**src/rtl/mux_arb_pkg.sv**
```systemverilog
// Shared types and constants for the two-requester packet arbiter.
package mux_arb_pkg;

  localparam int unsigned DEFAULT_WIDTH = 8;

  typedef enum logic [1:0] {
    IDLE = 2'b00,
    OWN0 = 2'b01,
    OWN1 = 2'b10
  } state_e;

endpackage

```
**src/rtl/MUX2_1.sv**
```systemverilog
// Library 2:1 mux cell: o_y follows i_b when i_sel is high, else i_a.
module MUX2_1 (
  input  logic i_a,
  input  logic i_b,
  input  logic i_sel,
  output logic o_y
);

  assign o_y = i_sel ? i_b : i_a;

endmodule

```
**src/rtl/mux_arbiter2.sv**
```systemverilog
// Packet-locked round-robin arbiter for two valid/ready requesters feeding
// one registered output stage; data is steered through per-bit MUX2_1 cells.
module mux_arbiter2
  import mux_arb_pkg::*;
#(
  parameter int unsigned WIDTH = DEFAULT_WIDTH
) (
  input  logic             clk,
  input  logic             rst,
  input  logic [1:0]       in_valid,
  input  logic [WIDTH-1:0] in_data0,
  input  logic [WIDTH-1:0] in_data1,
  input  logic [1:0]       in_last,
  output logic [1:0]       in_ready,
  output logic             out_valid,
  output logic [WIDTH-1:0] out_data,
  output logic             out_last,
  input  logic             out_ready,
  output logic             sel,
  output logic [1:0]       grant
);

  state_e           r_state;
  logic             r_prio;
  logic             r_out_valid;
  logic [WIDTH-1:0] r_out_data;
  logic             r_out_last;

  logic             w_own0;
  logic             w_own1;
  logic             w_sel;
  logic             w_drain_ok;
  logic [1:0]       w_ready;
  logic             w_xfer;
  logic             w_last;
  logic [WIDTH-1:0] w_data;

  assign w_own0     = (r_state == OWN0);
  assign w_own1     = (r_state == OWN1);
  assign w_sel      = w_own1;
  // The output slot can take a beat if it is empty or is draining this edge.
  assign w_drain_ok = !r_out_valid || out_ready;
  assign w_ready    = {w_own1 & w_drain_ok, w_own0 & w_drain_ok};
  assign w_xfer     = |(in_valid & w_ready);
  assign w_last     = w_sel ? in_last[1] : in_last[0];

  for (genvar i = 0; i < WIDTH; i++) begin : g_mux
    MUX2_1 u_mux (
      .i_a   (in_data0[i]),
      .i_b   (in_data1[i]),
      .i_sel (w_sel),
      .o_y   (w_data[i])
    );
  end

  // Arbitration FSM, round-robin pointer and output register.
  always_ff @(posedge clk or posedge rst) begin
    if (rst) begin
      r_state     <= IDLE;
      r_prio      <= 1'b0;
      r_out_valid <= 1'b0;
      r_out_data  <= '0;
      r_out_last  <= 1'b0;
    end else begin
      case (r_state)
        IDLE: begin
          case (in_valid)
            2'b01: begin
              r_state <= OWN0;
              r_prio  <= 1'b1;
            end
            2'b10: begin
              r_state <= OWN1;
              r_prio  <= 1'b0;
            end
            2'b11: begin
              r_state <= r_prio ? OWN1 : OWN0;
              r_prio  <= ~r_prio;
            end
            default: ;
          endcase
        end
        OWN0, OWN1: begin
          if (w_xfer && w_last) begin
            r_state <= IDLE;
          end
        end
        default: r_state <= IDLE;
      endcase

      if (w_xfer) begin
        r_out_valid <= 1'b1;
        r_out_data  <= w_data;
        r_out_last  <= w_last;
      end else if (out_ready) begin
        r_out_valid <= 1'b0;
      end
    end
  end

  assign in_ready  = w_ready;
  assign out_valid = r_out_valid;
  assign out_data  = r_out_data;
  assign out_last  = r_out_last;
  assign sel       = w_sel;
  assign grant     = {w_own1, w_own0};

endmodule

```
**config.mk**
```make
export PLATFORM = sky130hd
export DESIGN_NAME = mux_arbiter2
export DESIGN_NICKNAME = d
export VERILOG_FILES = /design/src/rtl/mux_arb_pkg.sv /design/src/rtl/MUX2_1.sv /design/src/rtl/mux_arbiter2.sv
export SDC_FILE = /design/constraint.sdc
export NUM_CORES = 1
export LEC_CHECK = 0
export ABC_CLOCK_PERIOD_IN_PS = 1800
export CAP_MARGIN = 25
export CELL_PAD_IN_SITES_DETAIL_PLACEMENT = 1
export CELL_PAD_IN_SITES_GLOBAL_PLACEMENT = 2
export CORE_MARGIN = 8
export CORE_UTILIZATION = 22
export DETAILED_ROUTE_END_ITERATION = 10
export PLACE_DENSITY_LB_ADDON = 0.25
export SYNTH_ARGS = -nofsm -noshare
export SYNTH_HDL_FRONTEND = slang
export SYNTH_HIERARCHICAL = 1
export SYNTH_SLANG_ARGS = --single-unit
```
**constraint.sdc**
```tcl
create_clock -name clk -period 1.8 [get_ports clk]
set_input_delay 0.45 -clock clk [delete_from_list [all_inputs] [get_ports clk]]
set_output_delay 0.45 -clock clk [all_outputs]
set_load 0.01 [all_outputs]
```
==> flow_summary.ini <==
[status]
status = completed

[pwr]
seqPwrFrac_pct = 27.3
pwr-share-clk_pct = 13.3
switching_share_pct = 31.8
cellLeakagePower_uw = 0.000640
intPower_uw = 1330
switchingPower_uw = 617
powerDensity_nw_per_um2 = 1400
peakVddDrop_v = 0.000368
power_frac_comb_pct = 59.4

[sta]
final-hold-violation-count = 0
finClkSkew_ns = 0.000764
min_period_over_period_pct = 96.8
hold_slack_ns = 0.487
slew_headroom_pct = 63.9
max_freq_mhz = 574
tightestPinTransition_ns = 0.540
fin_crit_ns = 1.74
slew_viol_final = 0
setup_viol = 0
rsz0062_at_grt = yes

[die]
start_util_pct = 22.8
die_y_um = 77.5
core-area_um2 = 3660
die_x_um = 77.5
core.rowCount = 22
die-area_um2 = 6010
io_pins = 38

[global_route]
grt.overflow.total = 0
grt_pass1_wl_um = 3950
use_met2_pct = 13.0
grt_pass1_vias = 776
grtUsageTotal_pct = 8.01
antenna_found_initial = 0
grt-busiest-layer = met2
grtUsageMet3_pct = 3.92
met1_usage_pct = 9.34
grt_max_degree = 14

[routing]
dr.pass1.iters = 2
routed_wl_um = 2280
drc = 0
vias = 670
dr.first_iter.drc_count = 24
vias_per_cell = 4.14
ant_nets = 0
avgRoutedWirePerCell_um = 14.1

[placement]
dp_hpwl_um = 1810
portBuffers = 37
gp_congestion = 0.687
placed_area_um2 = 1330

[logic_synthesis]
ys.warnings.count = 6
netlist_area_um2 = 833
synth_top_cell_by_area = dfrtp_1
synthTopCellsByArea = dfrtp_1, mux2_4, ha_1, nand2b_1, inv_1
ys_seq_area_share_pct = 39.0
synth-seq-cells = 13
synth_top_area_share_pct = 39.0
synthCells = 66
syn_area_per_cell_um2 = 12.6
ys_types = 18
syn_nets = 95

[setup_path]
setup.worst_path.start_class = flip-flop
worstPathMaxFanout = 3
worstSetupPathType = flip-flop to primary output
critPathBufInv = 3
end_kind = primary output
worstPathRequired_ns = 1.35
max_stage_delay_ns = 0.40
crit_arrival_ns = 1.29
critical-path-top-delay-family = buffers and inverters
worstPathCellList = inv_1, ha_2, buf_4, dlygate4sd2_1
crit_slowest_cell = dfrtp_1

[clock_tree]
cts_made_buffers = 3
clock_path_buffers = 2
postCtsHoldBufs = 0
h-tree-depth = 1
clk_latency_ns = 0.24
root_buffer = clkbuf_8
clkSinkCount = 13
cts_tree = built
clk_pin_slew_ns = 0.05

[final_layout]
n_antenna_cell = 0
utilization_pct = 37.8
area_delta_synth_final_pct = 66.1
stdcell_area_um2 = 1380
fin_nets = 144
layout-drive-gt1-share_pct = 32.5

[flow_run]
cap_viol_max_count = 0

[worst_hold_path]
hold_class = flip-flop to flip-flop
==> Yosys cell counts <==
library cell	number
mux2_4	16
dfrtp_1	13
ha_1	6
inv_1	6
nand2b_1	4
and2_1	3
a22o_1	2
buf_4	2
mux2i_1	2
nand2_1	2
nor2_1	2
o21ai_0	2
buf_6	1
mux2_2	1
nand3_1	1
nand3b_1	1
nor2b_1	1
o31ai_1	1
==> cell families (layout without fill, tap and decap cells) <==
group | count (synthesis) | count (layout) | synth area share [%]
mux | 19 | 19 | 32.6
simple gates | 14 | 14 | 9.31
flops | 13 | 13 | 39.0
buf+inv | 9 | 57 | 5.86
fa+ha+maj | 6 | 6 | 9.01
compound gates | 5 | 5 | 4.20
==> cell usage in the layout, fill, tap and decap left out, types with 3 or more instances in the layout <==
cell	Yosys	routed
buf_4	2	9
ha_1	6	4
clkdlybuf4s50_1	0	32
and2_1	3	3
dlygate4sd2_1	0	3
dfrtp_1	13	13
mux2_4	16	16
clkbuf_8	0	3
nand2b_1	4	3
inv_1	6	5
==> per-stage QoR <==
stage	power (uW)	setup slack, ns	instances	setup TNS, ns
after floorplan	1150	0.0668	66	0
final	1940	0.0582	162	0
after global placement	1690	-0.368	158	-1.88
after detailed placement	1710	-0.355	158	-2.12
after global routing	2110	-0.0350	162	-0.0350
after CTS	1980	0.0311	162	0
==> power groups by stage <==
stage	sequential [uW]	clock [uW]	combinational [uW]
after floorplan	569	0	582
after global placement	517	0	1180
after detailed placement	527	0	1180
after CTS	533	273	1180
after global routing	552	294	1260
final	530	258	1160
==> flip-flops by register name (all words and copies together) (netlist names) <==
| register | cells |
|---|---|
| out_last | 1 |
| out_data | 8 |
| r_state | 2 |
| out_valid | 1 |
| r_prio | 1 |
==> worst reg2reg max path: cells and delay by family (launching register included) <==
kind                       cells  cell delay (ns)
AOI/OAI and AO/OA              1             0.19
adders and majority gates      1             0.16
buffers and inverters          2             0.21
DFF                            1             0.39
muxes                          2             0.53
and+or+nand+nor                1             0.09
==> routing by layer <==
metal	up-vias	part of all wire, %
met4	0	0.40
li1	319	-
met3	2	7.5
met5	-	0
met2	27	48
met1	322	44
==> path summary, 6_finish.rpt <==
| kind | cells after the start | slack, ns | endpoint | start |
|---|---|---|---|---|
| worst max-delay path | 4 | 0.06 | grant[0] | r_state[1] |
| worst min-delay path | 1 | 0.49 | r_prio | r_prio |
| worst max register to register | 7 | 0.16 | r_state[0] | r_state[0] |
| worst min register to register | 1 | 0.49 | r_prio | r_prio |
| max in group asynchronous | 2 | 0.88 | out_data[7] | rst |
| min in group asynchronous | 2 | 0.56 | out_data[2] | rst |
==> cell type report <==
class	instances	area (um2)
well taps	48	60.1
fillers	400	2280
multi-input cells	44	487
clock buffers	4	45.0
repair buffers	47	444
flip-flops and latches	13	325
inverters	6	22.5
==> repair_timing <==
| action | 4_1_cts | 5_1_grt |
|---|---|---|
| endpoints found under the setup margin | 5 | 2 |
| resized for setup | 15 | 1 |
| buffers inserted | 0 | 0 |
| pin swaps | 0 | 1 |
Note: power is estimated with default switching activity, not from simulation.
